File: src/rtl/reloj_ctrl_if.sv
`default_nettype none
// +----------------------------------------------------------------------------+
// | Interface : reloj_ctrl_if                                                  |
// | Purpose   : Bundles the alarm-clock controller's board/counter signals.    |
// |   tick_1s                   1 s pulse from the divider                     |
// |   b_mode, b_h, b_m, b_snz   raw buttons (active high, asynchronous)        |
// |   t_h1, t_h0, t_m1, t_m0    running time, BCD                              |
// |   inc_min, inc_hour         one-cycle advance strobes to the counter       |
// |   set_time                  inhibits the counter's minute->hour carry      |
// |   a_h1, a_h0, a_m1, a_m0    alarm time, BCD                                |
// |   mode                      00 RUN, 01 SET_TIME, 10 SET_ALARM, 11 RING     |
// |   al_en, buzz               alarm armed / buzzer drive                     |
// | Modports  : slave = controller side, master = board/counter side          |
// | Revision  : 1.0 - initial release                                          |
// +----------------------------------------------------------------------------+
interface reloj_ctrl_if;
  logic       tick_1s;
  logic       b_mode;
  logic       b_h;
  logic       b_m;
  logic       b_snz;
  logic [3:0] t_h1;
  logic [3:0] t_h0;
  logic [3:0] t_m1;
  logic [3:0] t_m0;
  logic       inc_min;
  logic       inc_hour;
  logic       set_time;
  logic [3:0] a_h1;
  logic [3:0] a_h0;
  logic [3:0] a_m1;
  logic [3:0] a_m0;
  logic [1:0] mode;
  logic       al_en;
  logic       buzz;

  modport slave (
    input  tick_1s, b_mode, b_h, b_m, b_snz, t_h1, t_h0, t_m1, t_m0,
    output inc_min, inc_hour, set_time, a_h1, a_h0, a_m1, a_m0, mode, al_en, buzz
  );

  modport master (
    output tick_1s, b_mode, b_h, b_m, b_snz, t_h1, t_h0, t_m1, t_m0,
    input  inc_min, inc_hour, set_time, a_h1, a_h0, a_m1, a_m0, mode, al_en, buzz
  );
endinterface
`default_nettype wire

File: src/rtl/reloj_ctrl.sv
`default_nettype none
// +----------------------------------------------------------------------------+
// | Module    : reloj_ctrl                                                     |
// | Purpose   : Mode controller / sequencer for the alarm clock. Debounces the |
// |             four buttons, produces minute/hour advance strobes, holds the  |
// |             alarm time, compares it with the running time and drives the   |
// |             buzzer.                                                        |
// | Ports     : clk   - system clock (rising edge)                             |
// |             rst_n - asynchronous active-low reset                          |
// |             bus   - reloj_ctrl_if.slave (buttons, tick, time in; strobes,  |
// |                     alarm time, mode, al_en, buzz out)                     |
// | Revision  : 1.0 - initial release                                          |
// +----------------------------------------------------------------------------+
module reloj_ctrl #(
  parameter logic [15:0] DEB_CYCLES  = 16'd50000,
  parameter logic [5:0]  SEC_PER_MIN = 6'd60,
  parameter logic [3:0]  RING_MIN    = 4'd5
) (
  input  logic        clk,
  input  logic        rst_n,
  reloj_ctrl_if.slave bus
);

  localparam logic [1:0] c_ST_RUN       = 2'b00;
  localparam logic [1:0] c_ST_SET_TIME  = 2'b01;
  localparam logic [1:0] c_ST_SET_ALARM = 2'b10;
  localparam logic [1:0] c_ST_RING      = 2'b11;

  // Button index: 0 mode, 1 hour, 2 minute, 3 snooze
  logic [3:0] w_raw;
  logic [3:0] w_press;
  assign w_raw = {bus.b_snz, bus.b_m, bus.b_h, bus.b_mode};

  for (genvar g = 0; g < 4; g++) begin : g_deb
    logic        r_s1;
    logic        r_s2;
    logic [1:0]  r_vld;   // marks the synchroniser as refilled after reset
    logic        r_arm;   // set once a genuine low has been observed
    logic        r_press;
    logic [15:0] r_cnt;

    always_ff @(posedge clk or negedge rst_n) begin
      if (!rst_n) begin
        r_s1    <= 1'b0;
        r_s2    <= 1'b0;
        r_vld   <= 2'b00;
        r_arm   <= 1'b0;
        r_press <= 1'b0;
        r_cnt   <= 16'd0;
      end else begin
        r_s1  <= w_raw[g];
        r_s2  <= r_s1;
        r_vld <= {r_vld[0], 1'b1};
        // The reset value of r_s2 is not a real observation, so a button
        // held through reset only arms once a real low comes through.
        if (!r_s2) begin
          r_cnt <= 16'd0;
          if (r_vld[1]) r_arm <= 1'b1;
        end else if (r_arm && (r_cnt != DEB_CYCLES)) begin
          r_cnt <= r_cnt + 16'd1;
        end
        // Counter saturates at DEB_CYCLES, so this fires once per high period.
        r_press <= r_arm && r_s2 && (r_cnt == DEB_CYCLES - 16'd1);
      end
    end

    assign w_press[g] = r_press;
  end

  // Priority mode > snz > h > m
  logic w_sel_mode, w_sel_snz, w_sel_h, w_sel_m, w_any;
  assign w_sel_mode = w_press[0];
  assign w_sel_snz  = w_press[3] & ~w_press[0];
  assign w_sel_h    = w_press[1] & ~w_press[0] & ~w_press[3];
  assign w_sel_m    = w_press[2] & ~w_press[0] & ~w_press[3] & ~w_press[1];
  assign w_any      = |w_press;

  logic [1:0] r_state, w_state_nxt;
  logic [5:0] r_sec;
  logic [3:0] r_ring_cnt;
  logic       r_tick_str, r_chk, r_inc_min, r_inc_hour, r_al_en;
  logic [3:0] r_a_h1, r_a_h0, r_a_m1, r_a_m0;

  logic w_set_time, w_buzz, w_sec_run, w_inc_min_p, w_inc_hour_p;
  logic w_am_inc, w_ah_inc, w_al_tog, w_wrap, w_match, w_ring_done;

  // r_chk marks the cycle after a tick strobe issued in RUN with the alarm
  // armed; the counter has applied the increment by then.
  assign w_match     = r_chk && ({bus.t_h1, bus.t_h0, bus.t_m1, bus.t_m0} ==
                                 {r_a_h1, r_a_h0, r_a_m1, r_a_m0});
  assign w_ring_done = r_tick_str && (r_ring_cnt == RING_MIN - 4'd1);
  assign w_wrap      = bus.tick_1s && w_sec_run && (r_sec == SEC_PER_MIN - 6'd1);

  // State register
  always_ff @(posedge clk or negedge rst_n) begin
    if (!rst_n) r_state <= c_ST_RUN;
    else        r_state <= w_state_nxt;
  end

  // Next state
  always_comb begin
    w_state_nxt = r_state;
    case (r_state)
      c_ST_RUN: begin
        if (w_sel_mode)   w_state_nxt = c_ST_SET_TIME;
        else if (w_match) w_state_nxt = c_ST_RING;
      end
      c_ST_SET_TIME:  if (w_sel_mode) w_state_nxt = c_ST_SET_ALARM;
      c_ST_SET_ALARM: if (w_sel_mode) w_state_nxt = c_ST_RUN;
      default:        if (w_any || w_ring_done) w_state_nxt = c_ST_RUN;
    endcase
  end

  // State-decoded actions
  always_comb begin
    w_set_time   = 1'b0;
    w_buzz       = 1'b0;
    w_sec_run    = 1'b1;
    w_inc_min_p  = 1'b0;
    w_inc_hour_p = 1'b0;
    w_am_inc     = 1'b0;
    w_ah_inc     = 1'b0;
    w_al_tog     = 1'b0;
    case (r_state)
      c_ST_SET_TIME: begin
        w_set_time   = 1'b1;
        w_sec_run    = 1'b0;
        w_inc_min_p  = w_sel_m;
        w_inc_hour_p = w_sel_h;
      end
      c_ST_SET_ALARM: begin
        w_am_inc = w_sel_m;
        w_ah_inc = w_sel_h;
      end
      c_ST_RING: w_buzz = 1'b1;
      default:   w_al_tog = w_sel_snz;
    endcase
  end

  // Datapath: seconds, strobes, ring timer, alarm registers
  always_ff @(posedge clk or negedge rst_n) begin
    if (!rst_n) begin
      r_sec      <= 6'd0;
      r_tick_str <= 1'b0;
      r_chk      <= 1'b0;
      r_inc_min  <= 1'b0;
      r_inc_hour <= 1'b0;
      r_ring_cnt <= 4'd0;
      r_al_en    <= 1'b0;
      r_a_h1     <= 4'd0;
      r_a_h0     <= 4'd0;
      r_a_m1     <= 4'd0;
      r_a_m0     <= 4'd0;
    end else begin
      if (!w_sec_run)       r_sec <= 6'd0;
      else if (w_wrap)      r_sec <= 6'd0;
      else if (bus.tick_1s) r_sec <= r_sec + 6'd1;

      r_tick_str <= w_wrap;
      r_inc_min  <= w_wrap | w_inc_min_p;
      r_inc_hour <= w_inc_hour_p;
      r_chk      <= r_tick_str && (r_state == c_ST_RUN) && r_al_en;

      if (r_state != c_ST_RING) r_ring_cnt <= 4'd0;
      else if (r_tick_str)      r_ring_cnt <= r_ring_cnt + 4'd1;

      if (w_al_tog) r_al_en <= ~r_al_en;

      if (w_am_inc) begin
        if (r_a_m0 == 4'd9) begin
          r_a_m0 <= 4'd0;
          r_a_m1 <= (r_a_m1 == 4'd5) ? 4'd0 : r_a_m1 + 4'd1;
        end else begin
          r_a_m0 <= r_a_m0 + 4'd1;
        end
      end

      if (w_ah_inc) begin
        if (r_a_h1 == 4'd2 && r_a_h0 == 4'd3) begin
          r_a_h1 <= 4'd0;
          r_a_h0 <= 4'd0;
        end else if (r_a_h0 == 4'd9) begin
          r_a_h0 <= 4'd0;
          r_a_h1 <= r_a_h1 + 4'd1;
        end else begin
          r_a_h0 <= r_a_h0 + 4'd1;
        end
      end
    end
  end

  assign bus.inc_min  = r_inc_min;
  assign bus.inc_hour = r_inc_hour;
  assign bus.set_time = w_set_time;
  assign bus.buzz     = w_buzz;
  assign bus.mode     = r_state;
  assign bus.al_en    = r_al_en;
  assign bus.a_h1     = r_a_h1;
  assign bus.a_h0     = r_a_h0;
  assign bus.a_m1     = r_a_m1;
  assign bus.a_m0     = r_a_m0;

endmodule
`default_nettype wire

File: src/flat_wrapper.sv
// flat-port wrapper written by rule: the top's interface ports become plain ports
module reloj_ctrl_flat 
#(
  parameter logic [15:0] DEB_CYCLES  = 16'd50000,
  parameter logic [5:0]  SEC_PER_MIN = 6'd60,
  parameter logic [3:0]  RING_MIN    = 4'd5
)
  (clk, rst_n, bus_tick_1s, bus_b_mode, bus_b_h, bus_b_m, bus_b_snz, bus_t_h1, bus_t_h0, bus_t_m1, bus_t_m0, bus_inc_min, bus_inc_hour, bus_set_time, bus_a_h1, bus_a_h0, bus_a_m1, bus_a_m0, bus_mode, bus_al_en, bus_buzz);
  reloj_ctrl_if bus_i ();
  input  logic clk;
  input  logic rst_n;
  input wire logic [$bits(bus_i.tick_1s)-1:0] bus_tick_1s;
  input wire logic [$bits(bus_i.b_mode)-1:0] bus_b_mode;
  input wire logic [$bits(bus_i.b_h)-1:0] bus_b_h;
  input wire logic [$bits(bus_i.b_m)-1:0] bus_b_m;
  input wire logic [$bits(bus_i.b_snz)-1:0] bus_b_snz;
  input wire logic [$bits(bus_i.t_h1)-1:0] bus_t_h1;
  input wire logic [$bits(bus_i.t_h0)-1:0] bus_t_h0;
  input wire logic [$bits(bus_i.t_m1)-1:0] bus_t_m1;
  input wire logic [$bits(bus_i.t_m0)-1:0] bus_t_m0;
  output wire logic [$bits(bus_i.inc_min)-1:0] bus_inc_min;
  output wire logic [$bits(bus_i.inc_hour)-1:0] bus_inc_hour;
  output wire logic [$bits(bus_i.set_time)-1:0] bus_set_time;
  output wire logic [$bits(bus_i.a_h1)-1:0] bus_a_h1;
  output wire logic [$bits(bus_i.a_h0)-1:0] bus_a_h0;
  output wire logic [$bits(bus_i.a_m1)-1:0] bus_a_m1;
  output wire logic [$bits(bus_i.a_m0)-1:0] bus_a_m0;
  output wire logic [$bits(bus_i.mode)-1:0] bus_mode;
  output wire logic [$bits(bus_i.al_en)-1:0] bus_al_en;
  output wire logic [$bits(bus_i.buzz)-1:0] bus_buzz;
  assign bus_i.tick_1s = bus_tick_1s;
  assign bus_i.b_mode = bus_b_mode;
  assign bus_i.b_h = bus_b_h;
  assign bus_i.b_m = bus_b_m;
  assign bus_i.b_snz = bus_b_snz;
  assign bus_i.t_h1 = bus_t_h1;
  assign bus_i.t_h0 = bus_t_h0;
  assign bus_i.t_m1 = bus_t_m1;
  assign bus_i.t_m0 = bus_t_m0;
  assign bus_inc_min = bus_i.inc_min;
  assign bus_inc_hour = bus_i.inc_hour;
  assign bus_set_time = bus_i.set_time;
  assign bus_a_h1 = bus_i.a_h1;
  assign bus_a_h0 = bus_i.a_h0;
  assign bus_a_m1 = bus_i.a_m1;
  assign bus_a_m0 = bus_i.a_m0;
  assign bus_mode = bus_i.mode;
  assign bus_al_en = bus_i.al_en;
  assign bus_buzz = bus_i.buzz;
  reloj_ctrl #(.DEB_CYCLES(DEB_CYCLES), .SEC_PER_MIN(SEC_PER_MIN), .RING_MIN(RING_MIN)) u_core (.clk(clk), .rst_n(rst_n), .bus(bus_i));
endmodule
File: config.mk
export PLATFORM = sky130hd
export DESIGN_NAME = reloj_ctrl_flat
export DESIGN_NICKNAME = d
export VERILOG_FILES = /design/src/rtl/reloj_ctrl_if.sv /design/src/rtl/reloj_ctrl.sv /design/src/flat_wrapper.sv
export SDC_FILE = /design/constraint.sdc
export NUM_CORES = 1
export LEC_CHECK = 0
export ABC_CLOCK_PERIOD_IN_PS = 1900
export BUFFER_PORTS_ARGS = -buffer_cell sky130_fd_sc_hd__buf_2
export CORE_MARGIN = 2
export CORE_UTILIZATION = 50
export CTS_BUF_LIST = sky130_fd_sc_hd__clkbuf_16
export DETAILED_ROUTE_END_ITERATION = 8
export PLACE_DENSITY = 0.68
export SLEW_MARGIN = 15
export SYNTH_ARGS = -nofsm -noshare
export SYNTH_HDL_FRONTEND = slang
export SYNTH_SLANG_ARGS = --single-unit
File: constraint.sdc
create_clock -name clk -period 1.9 [get_ports clk]
set_input_delay 0.38 -clock clk [delete_from_list [all_inputs] [get_ports clk]]
set_output_delay 0.38 -clock clk [all_outputs]
set_load 0.02 [all_outputs]
==> Word level (Yosys, flattened, before mapping) <==
Index checks and enable logic that the tools add are counted.
{ "classes": {"n_eq_ne": 27, "muxes": 33, "n_addsub": 10, "reduce_logical": 34, "bitwise": 15} }
{ "op_table": {"columns": ["cell", "count"], "rows": [
  ["16-bit two-way mux", 8],
  ["16-bit by 1-bit adder with 16-bit output (second input constant)", 4],
  ["16-bit equality test (second input constant)", 4],
  ["16-bit != test (second input constant)", 4],
  ["4-bit two-way mux", 8],
  ["4-bit by 1-bit adder with 4-bit output (second input constant)", 5],
  ["1-bit logical AND", 19],
  ["6-bit two-way mux", 3],
  ["16-bit equality test", 1],
  ["2-bit AND reduction", 6],
  ["2-bit two-way mux", 5],
  ["2-bit != test (second input constant)", 5],
  ["4-bit by 2-bit equality test with 1-bit output (second input constant)", 2],
  ["4-bit by 3-bit equality test with 1-bit output (second input constant)", 2],
  ["4-bit equality test (second input constant)", 2],
  ["1-bit two-way mux", 8],
  ["1-bit NOT", 8],
  ["6-bit by 1-bit adder with 6-bit output (second input constant)", 1],
  ["1-bit bitwise AND", 6],
  ["6-bit equality test (second input constant)", 1],
  ["2-bit one-hot mux with 3 select lines", 1],
  ["2-bit equality test (second input constant)", 2],
  ["2-bit by 1-bit != test with 1-bit output (second input constant)", 2],
  ["4-bit AND reduction", 1],
  ["other kinds (10)", 11]
]} }
{ "totals": {"elab_cells": 155, "reg_bits": 121} }

==> Depth between registers and ports, before layout <==
Gate-level depths: netlist of the first run.
{ "depth": {"ltp_word": 6, "depth_mapped": 6, "mapped_depth_nobuf": 6} }

==> Worst setup path after synthesis of the first run <==
No wires, ideal clock.
{ "synth_timing": {"path_kind": "register to register", "startpoint": "reg u_core.r_a_h0[2] (netlist: u_core.bus.a_h0[2])", "endpoint": "reg u_core.r_a_h1[0] (netlist: u_core.bus.a_h1[0])", "path_stages_with_launch": 6, "period_less_slack_ns": 1.727, "path_buffers": 1, "setup_time_ns": 0.066, "required_time_ns": 1.834, "t_arrival_ns": 1.661, "path_slack_ns": 0.173, "cell_sequence": "dfrtp_1 > clkbuf_1 > nor4_1 > a31oi_1 > or4_1 > nand2_1"} }
{ "synth_between": {"elab_chain_len": 4, "elab_cells_between_ends": 6} }
{ "synth_lines": {"columns": ["element", "line_no", "rtl"], "rows": [
  ["start: declaration", "reloj_ctrl.sv:82", "logic [3:0] r_a_h1, r_a_h0, r_a_m1, r_a_m0;"],
  ["start signal: assignment", "reloj_ctrl.sv:186", "r_a_h0 <= r_a_h0 + 4'd1;"],
  ["4-bit by 2-bit equality test with 1-bit output", "reloj_ctrl.sv:179", "if (r_a_h1 == 4'd2 && r_a_h0 == 4'd3) begin"],
  ["1-bit logical AND", "reloj_ctrl.sv:179", null],
  ["2-bit nonzero test (no source line)", null, null],
  ["2-bit AND reduction (no source line)", null, null],
  ["end signal: assignment", "reloj_ctrl.sv:184", "r_a_h1 <= r_a_h1 + 4'd1;"],
  ["end: declaration", "reloj_ctrl.sv:82", null]
]} }
Parallel ways exist; a longest one is shown, timed or not.
A chain may end at the register's enable or synchronous reset.

==> Worst setup path in the final report of the first run <==
{ "layout_timing": {"startpoint": "reg u_core.g_deb[0].r_cnt[0]", "endpoint": "reg u_core.g_deb[0].r_cnt[14]"} }
{ "layout_between": {"elab_chain_len": 3, "elab_cells_between_ends": 6} }
{ "layout_lines": {"columns": ["element", "line_no", "rtl"], "rows": [
  ["start: declaration", "reloj_ctrl.sv:40", "logic [15:0] r_cnt;"],
  ["start signal: assignment", "reloj_ctrl.sv:60", "r_cnt <= r_cnt + 16'd1;"],
  ["16-bit by 1-bit adder with 16-bit output or 16-bit != test (tied branches)", "reloj_ctrl.sv:60, reloj_ctrl.sv:59", null],
  ["16-bit two-way mux or 1-bit logical AND (tied branches)", "reloj_ctrl.sv:59", "end else if (r_arm && (r_cnt != DEB_CYCLES)) begin"],
  ["16-bit two-way mux or 2-bit != test (tied branches)", null, null]
]} }
Parallel ways exist; a longest one is shown, timed or not. The select of a mux whose other input is x is not followed.

==> flow_summary.yaml, run 1 <==
placement:
  port_buffers: 45
  hpwlAfterDp_mm: 8.216
  dp.cells: 785
  place.gp.congestion: 0.8441
routing:
  drt-total-wl_mm: 11.83
  ant_nets: 0
  avgViaCountPerCell: 5.599
  drtIter0Drc: 252
  routedWlPerCell_um: 14.46
  dr_total_vias: 4580
  drt_pass1_iterations: 4
  drc_errors: 0
timing:
  clock.fmax_mhz: 553.4
  rsz0062_at_grt: "no"
  tns_ps: 0
  fin_skew_ps: 5.033
  hold_violations: 0
  setup_viol: 0
  timing.final.crit_share: 0.9510
  slew_viol_final: 0
  post-route-min-period_ps: 1807
global_routing:
  grt_max_degree: 36
  grt_overflow: 0
  antenna_found_initial: 0
  grt_pass1_wl_mm: 20.64
  grt_pass1_vias: 4570
  grt_use_total: 0.2026
flow_run:
  drv_cap: 0
synthesis:
  synth_nets: 631
  synth-seq-cells: 115
  synth.avg_cell_area_um2: 9.881
  ys.warnings.count: 0
  yosysSeqAreaShare: 0.4911
  synth_edf_count: 0
  yosys.area.top_type: "dfrtp_1"
  yosysTopAreaCellShare: 0.4911
  ys.flop_type: "dfrtp_1"
  synth_area_leaders: "dfrtp_1, xor2_1, nand2_1"
  postSynthCellCount: 593
  synth_area_um2: 5859
  yosysUniqueCellTypes: 58
  async_flop_share: 1.000
power:
  p_per_area_nw_per_um2: 892.9
  p_leak_nw: 3.140
  peakVddDrop_uv: 917.3
finish:
  fin_util: 0.6140
  largest_register_ff_count: 64
  fin_nets: 700
  drive_gt1_frac: 0.1704
  final_cells: 818
  regMostFlops: "u_core.g_deb.r_cnt"
  area_growth_pct: 19.65
  final_common_cell: "dfrtp_1"
  reg_top3: "u_core.g_deb.r_cnt (64), u_core.r_sec (6)"
  layout_common_cells: "dfrtp_1, nand2_1, nor2_1"
  n_antenna_cell: 0
worst_setup_path:
  endpoint_kind: "register"
  crit_fanout: 5
  cp_data_required_time_ps: 2230
  startpoint_type: "register"
  critical_path_arrival_ps: 2140
  worstSetupPathType: "reg -> reg"
clock_tree:
  htree_levels: 4
  cts_tree: "built"
  cts_root_buf: "clkbuf_16"
  clk_pin_slew_ps: 60
  cts_buffer_depth: 2
  clk_latency_ps: 410
  cts_sinks: 115
  post_cts_buffers: 0
  numCtsBuffers: 17
die:
  coreArea_um2: 11420
  num_rows: 39
  fp.dieH_um: 112.3
  initial_core_util: 0.5131
  die_area_um2: 12600
  die_x_um: 112.3
  ioPinCount: 46
worst_hold_path:
  hp-class: "in -> reg"
outcome:
  outcome: "finished, final reports clean"
synthesized netlist by cell type (4+ instances only):
| cell | n |
|---|---|
| mux2i_1 | 12 |
| o21ai_0 | 30 |
| nand2_1 | 62 |
| xnor2_1 | 21 |
| or3_1 | 16 |
| nor4bb_1 | 5 |
| nand2b_1 | 11 |
| nor3_1 | 12 |
| a21oi_1 | 22 |
| nor4_1 | 12 |
| inv_1 | 27 |
| nand4_1 | 28 |
| nor4b_1 | 4 |
| dfrtp_1 | 115 |
| nor2b_1 | 4 |
| and4_1 | 4 |
| o41ai_1 | 4 |
| xor2_1 | 34 |
| nand3_1 | 23 |
| clkbuf_1 | 13 |
| nor2_1 | 48 |
| and3_1 | 10 |
| a22o_1 | 4 |
| and2_1 | 5 |
| ha_1 | 15 |
repair_timing:
item,CTS,global route
hold endpoints to repair,23,0
resized for setup,0,6
endpoints found under the setup margin,0,9
hold buffers,1,0
worst max-delay path, stage by stage (launching register included):
cell and delay, ps:
dfrtp_1 400, ha_1 180, nand2_1 90, or4_1 580, or3_1 330, a21oi_1 150
layer usage:
metal	wire length, um	track usage	vias to the layer above	share of wire
met5	0	0	-	0
met4	123	0.07805	0	0.010
met3	485	0.05346	10	0.041
met2	5836	0.3430	94	0.49
met1	5379	0.2496	2225	0.45
li1	-	-	2251	-
per-stage QoR:
stage | instance area [um2] | setup slack, ps | power, mW | hold slack (ps)
final | 7010 | 93.09 | 6.260 | 75.61
after global routing | 7010 | 0.6564 | 6.516 | 58.48
after CTS | 6984 | 37.54 | 6.341 | 56.39
after detailed placement | 6357 | 68.54 | 3.006 | 324.8
after global placement | 6357 | 111.8 | 2.986 | 320.1
after floorplan | 5859 | 173.5 | 2.855 | 84.41
final cells by class:
type | instances | area [um2]
clock buffers | 17 | 425.4
clock inverters | 15 | 191.4
fillers | 961 | 4408
inverters | 28 | 105.1
multi-input cells | 435 | 2824
flip-flops and latches | 115 | 2880
well taps | 143 | 178.9
repair buffers | 65 | 405.4
kinds of logic (layout without fill, tap and decap cells):
group                      count (synthesis)  after routing  share of synthesized area
xor gates and xnor gates                  55             55                    0.08221
AOI/OAI and AO/OA                         81             81                    0.08584
buffers and inverters                     43            125                    0.03096
DFF                                      115            115                     0.4911
other                                      1              1                  0.0006400
adders and majority gates                 15             15                    0.03203
muxes                                     13             13                    0.02242
and+or+nand+nor                          270            270                     0.2548
worst paths after layout:
check	start	end	slack, ps	cells past startpoint
min reg2reg	u_core.g_deb[2].r_s1$_DFF_PN0_	u_core.g_deb[2].r_s2$_DFF_PN0_	340	0
max in group asynchronous	rst_n	u_core.g_deb[3].r_cnt[8]$_DFFE_PN0P_	720	3
max	u_core.g_deb[0].r_cnt[0]$_DFFE_PN0P_	u_core.g_deb[0].r_cnt[14]$_DFFE_PN0P_	90	5
min in group asynchronous	rst_n	u_core.g_deb[0].r_cnt[12]$_DFFE_PN0P_	430	2
min	bus_b_mode	u_core.g_deb[0].r_s1$_DFF_PN0_	80	1
max reg2reg	u_core.g_deb[0].r_cnt[0]$_DFFE_PN0P_	u_core.g_deb[0].r_cnt[14]$_DFFE_PN0P_	90	5
power by group:
group          internal, mW  switching (mW)
combinational         0.132           0.189
clock                  2.18            1.12
sequential             2.54           0.101
Note: power is estimated with default switching activity, not from simulation.
==> run 2, diff against run 1 <==
Settings changed: CORE_ASPECT_RATIO set to 0.5, SETUP_SLACK_MARGIN set to 0.1.
==> flow_summary.yaml, run 2 (synthesized netlist as in run 1, its figures left out) <==
global_routing:
  grt_max_degree: 60
  antenna_found_initial: 0
  grt_pass1_wl_mm: 19.89
  grt_pass1_vias: 4122
  grt_use_total: 0.2029
  grt_overflow: 0
power:
  p_per_area_nw_per_um2: 873.6
  peakVddDrop_uv: 636.0
  p_leak_nw: 3.191
  total_power_mw: 6.229
timing:
  rsz0062_at_grt: "yes"
  worstMarginPinSlew_ps: 544.8
  clock.fmax_mhz: 557.7
  fin_worst_hold_slack_ps: 73.41
  setup_viol: 0
  max_slew_margin: 0.6364
  fin_skew_ps: 8.445
  hold_violations: 0
  post-route-min-period_ps: 1793
  slew_viol_final: 0
  timing.final.crit_share: 0.9437
  tns_ps: 0
finish:
  drive_gt1_frac: 0.1935
  fin_nets: 708
  largest_register_ff_count: 64
  layout_common_cells: "dfrtp_1, nand2_1, nor2_1"
  final_cell_area_um2: 7131
  n_antenna_cell: 0
  fin_util: 0.6358
  regMostFlops: "u_core.g_deb.r_cnt"
  reg_top3: "u_core.g_deb.r_cnt (64), u_core.r_sec (6)"
  nFillCells: 887
  final_common_cell: "dfrtp_1"
  area_growth_pct: 21.70
worst_setup_path:
  cp_data_required_time_ps: 2230
  cp_slowest_stage_delay_ps: 600
  r2r-start: "u_core.g_deb[3].r_cnt[1]$_DFFE_PN0P_"
  endpoint_kind: "register"
  worstSetupPathType: "reg -> reg"
  crit_fanout: 6
  path_buf_inv: 0
  reg2reg_slack_ps: 110
  critical_path.cell_chain: "nand4_4 > or4_4 > or3_1 > a21oi_1"
  rr_worst_depth: 4
  startpoint: "u_core.g_deb[3].r_cnt[1]$_DFFE_PN0P_"
  startpoint_type: "register"
  endpoint: "u_core.g_deb[3].r_cnt[13]$_DFFE_PN0P_"
  critical_path_arrival_ps: 2120
  cp.depth: 4
  cp_top_family: "simple AND/OR/NAND/NOR gates"
  cp_slowest_cell: "or4_4"
  worstReg2RegEnd: "u_core.g_deb[3].r_cnt[13]$_DFFE_PN0P_"
routing:
  routedWlPerCell_um: 14.16
  ant_nets: 0
  drt_pass1_iterations: 5
  dr_total_vias: 4525
  avgViaCountPerCell: 5.380
  drtIter0Drc: 312
  drc_errors: 0
  drt-total-wl_mm: 11.91
die:
  coreArea_um2: 11220
  initial_core_util: 0.5224
  ioPinCount: 46
  num_rows: 27
  fp.dieH_um: 80.55
  die_area_um2: 12650
  die_x_um: 157.1
clock_tree:
  cts_sinks: 115
  numCtsBuffers: 17
  clk_latency_ps: 410
  clk_pin_slew_ps: 50
  cts_tree: "built"
  cts_buffer_depth: 2
  htree_levels: 4
  cts_root_buf: "clkbuf_16"
placement:
  hpwlAfterDp_mm: 7.842
  place.gp.congestion: 0.7873
  port_buffers: 45
  dpl_cell_area_um2: 6377
outcome:
  outcome: "finished, final reports clean"
flow_run:
  drv_cap: 0
worst_hold_path:
  hp-class: "in -> reg"
run 2: power breakdown:
part           switching [mW]  internal [mW]
Sequential             0.0953           2.54
Clock                    1.10           2.15
Combinational           0.197          0.143
run 2: how the worst min path moves through the flow:
stage / startpoint / to / slack, ps / depth (start not counted)
finish: bus_b_m / u_core.g_deb[2].r_s1$_DFF_PN0_ / 70 / 1
global route: bus_b_m / u_core.g_deb[2].r_s1$_DFF_PN0_ / 50 / 1
CTS: bus_b_mode / u_core.g_deb[0].r_s1$_DFF_PN0_ / 60 / 1
detailed placement: u_core.g_deb[0].r_vld[0]$_DFF_PN0_ / u_core.g_deb[0].r_vld[1]$_DFF_PN0_ / 340 / 0
global placement: u_core.g_deb[3].r_s1$_DFF_PN0_ / u_core.g_deb[3].r_s2$_DFF_PN0_ / 330 / 0
floorplan: rst_n / u_core.bus.a_h0[0]$_DFFE_PN0P_ / 80 / 0
run 2: layer usage:
layer / part of all wire / routed length, um / vias to the layer above / global-route usage
li1: - / - / 2275 / -
met1: 0.52 / 6145 / 2182 / 0.2927
met2: 0.44 / 5209 / 61 / 0.2961
met3: 0.042 / 498 / 7 / 0.06206
met4: 0.0050 / 60 / 0 / 0.05455
met5: 0 / 0 / - / 0
run 2: layout make-up:
cell class	instances	area, um2	area share
clock buffer	17	425.4	0.05966
sequential	115	2883	0.4043
timing repair buffer	73	465.4	0.06527
inverter	28	105.1	0.01474
clock inverter	14	170.2	0.02386
multi-input combinational	435	2883	0.4043
tap	159	198.9	0.02790
run 2: timing repair:
action / CTS / global route
hold endpoints to repair: 78 / 0
resized for setup: 2 / 19
buffers inserted: 2 / 6
pin swaps: 0 / 6
setup endpoints to repair: 5 / 20
hold buffers: 1 / 0
run 2: metrics by stage:
step / setup slack (ps) / cells
2_1_floorplan: 173.5 / 593
3_3_place_gp: 117.6 / 801
3_5_place_dp: 61.75 / 801
4_1_cts: 81.48 / 835
5_1_grt: 22.83 / 841
6_report: 107.0 / 841
==> run 3, diff against run 2 <==
Settings changed: ABC_CLOCK_PERIOD_IN_PS 1900 to 1850.
Clock period 1.9 ns to 1.85 ns, I/O delays scaled along.
==> flow_summary.yaml, run 3 (synthesized netlist as in run 1, its figures left out) <==
outcome:
  outcome: "finished, final reports clean"
routing:
  ant_nets: 0
  routedWlPerCell_um: 14.19
  drt_pass1_iterations: 5
  dr_total_vias: 4625
  drc_errors: 0
  drt-total-wl_mm: 12.09
  drtIter0Drc: 369
  avgViaCountPerCell: 5.428
timing:
  post-route-min-period_ps: 1678
  worstMarginPinSlew_ps: 540.8
  max_slew_margin: 0.6391
  clock.fmax_mhz: 596.0
  fin_ws_ps: 172.1
  hold_violations: 0
  slew_viol_final: 0
  timing.final.crit_share: 0.9070
  rsz0062_at_grt: "yes"
  setup_viol: 0
  fin_skew_ps: 6.394
clock_tree:
  cts_root_buf: "clkbuf_16"
  numCtsBuffers: 17
  clk_pin_slew_ps: 50
  cts_sinks: 115
  cts_tree: "built"
  htree_levels: 4
  cts_buffer_depth: 2
  clk_latency_ps: 410
die:
  fp.dieH_um: 80.55
  die_x_um: 157.1
  num_rows: 27
  ioPinCount: 46
  die_area_um2: 12650
  coreArea_um2: 11220
  initial_core_util: 0.5224
power:
  p_leak_nw: 3.239
  p_per_area_nw_per_um2: 865.2
  combinationalPowerShare: 0.057
  seqPwrFrac: 0.433
  p_int_mw: 4.836
  p_clk_frac: 0.510
  peakVddDrop_uv: 594.3
  netSwitchingPower_mw: 1.415
  swShare: 0.2263
  total_power_mw: 6.251
global_routing:
  grt_pass1_wl_mm: 20.07
  grt_pass1_vias: 4215
  antenna_found_initial: 0
  grt_max_degree: 51
  grt_overflow: 0
  grt_use_total: 0.2030
placement:
  place.gp.congestion: 0.7926
  hpwlAfterDp_mm: 8.074
  dpl_worst_slack_ps: 14.46
  port_buffers: 45
worst_setup_path:
  critical_path_arrival_ps: 2010
  crit_fanout: 4
  startpoint_type: "register"
  worstSetupPathType: "reg -> reg"
  cp_data_required_time_ps: 2180
  endpoint_kind: "register"
flow_run:
  drv_cap: 0
finish:
  regMostFlops: "u_core.g_deb.r_cnt"
  largest_register_ff_count: 64
  reg_top3: "u_core.g_deb.r_cnt (64), u_core.r_sec (6)"
  final_common_cell: "dfrtp_1"
  n_antenna_cell: 0
  area_growth_pct: 23.30
  drive_gt1_frac: 0.2107
  nFillCells: 914
  layout_common_cells: "dfrtp_1, nand2_1, nor2_1"
  fin_nets: 718
worst_hold_path:
  hp-class: "in -> reg"
-- run 3: changes by cell type in the layout (fill, tap and decap cells not counted), sizes merged --
cell and change:
clkinv +2, bufinv -1, buf +10
-- run 3: per-stage QoR --
| step | utilization | area, um2 | instances | TNS (ps) | hold WS (ps) |
|---|---|---|---|---|---|
| floorplan | - | 5859 | 593 | 0 | 74.41 |
| global placement | 0.5693 | 6385 | 802 | 0 | 318.9 |
| detailed placement | 0.5693 | 6385 | 802 | 0 | 320.3 |
| CTS | 0.6258 | 7019 | 840 | 0 | 53.63 |
| global route | 0.6441 | 7224 | 852 | -1.665 | 45.56 |
| finish | 0.6441 | 7224 | 852 | 0 | 71.07 |
-- run 3: layout make-up --
class                      count  area [um2]  share of cell area
inverter                      28       105.1             0.01455
sequential                   115        2884              0.3992
clock inverter                15       147.6             0.02044
clock buffer                  17       425.4             0.05888
tap                          159       198.9             0.02754
timing repair buffer          83       540.5             0.07482
multi-input combinational    435        2923              0.4046
-- run 3: path summary, 6_finish.rpt --
check / startpoint / end / slack, ps / depth (start not counted)
max: u_core.g_deb[0].r_cnt[0]$_DFFE_PN0P_ / u_core.g_deb[0].r_cnt[12]$_DFFE_PN0P_ / 170 / 5
min: bus_b_h / u_core.g_deb[1].r_s1$_DFF_PN0_ / 70 / 1
max reg2reg: u_core.g_deb[0].r_cnt[0]$_DFFE_PN0P_ / u_core.g_deb[0].r_cnt[12]$_DFFE_PN0P_ / 170 / 5
min reg2reg: u_core.g_deb[1].r_s1$_DFF_PN0_ / u_core.g_deb[1].r_s2$_DFF_PN0_ / 350 / 0
max in group asynchronous: rst_n / u_core.bus.mode[0]$_DFFE_PN0P_ / 820 / 3
min in group asynchronous: rst_n / u_core.g_deb[1].r_cnt[8]$_DFFE_PN0P_ / 430 / 2
-- run 3: power by group through the flow --
stage	clock, mW	sequential (mW)	combinational (mW)
after detailed placement	0	2.75	0.335
after CTS	3.25	2.71	0.352
final	3.19	2.71	0.357
after global routing	3.40	2.72	0.421
after global placement	0	2.75	0.329
after floorplan	0	2.73	0.205
-- run 3: what timing repair did --
action | 4_1_cts | 5_1_grt
buffers inserted | 5 | 12
endpoints found under the hold margin | 25 | 0
resized for setup | 3 | 26
endpoints found under the setup margin | 11 | 22
pin swaps | 0 | 10
hold buffers | 1 | 0
-- run 3: critical path, stage by stage, from the launching register on --
cell and delay (ps):
dfrtp_1 350, ha_2 180, nand2_1 90, or4_4 510
or3_4 340, a21oi_2 130
-- run 3: layer usage --
layer,GRT usage,up-vias,part of all wire
met1,0.2898,2254,0.51
li1,-,2285,-
met2,0.3039,70,0.45
met4,0.07273,0,0.011
met5,0,-,0
met3,0.04641,16,0.031
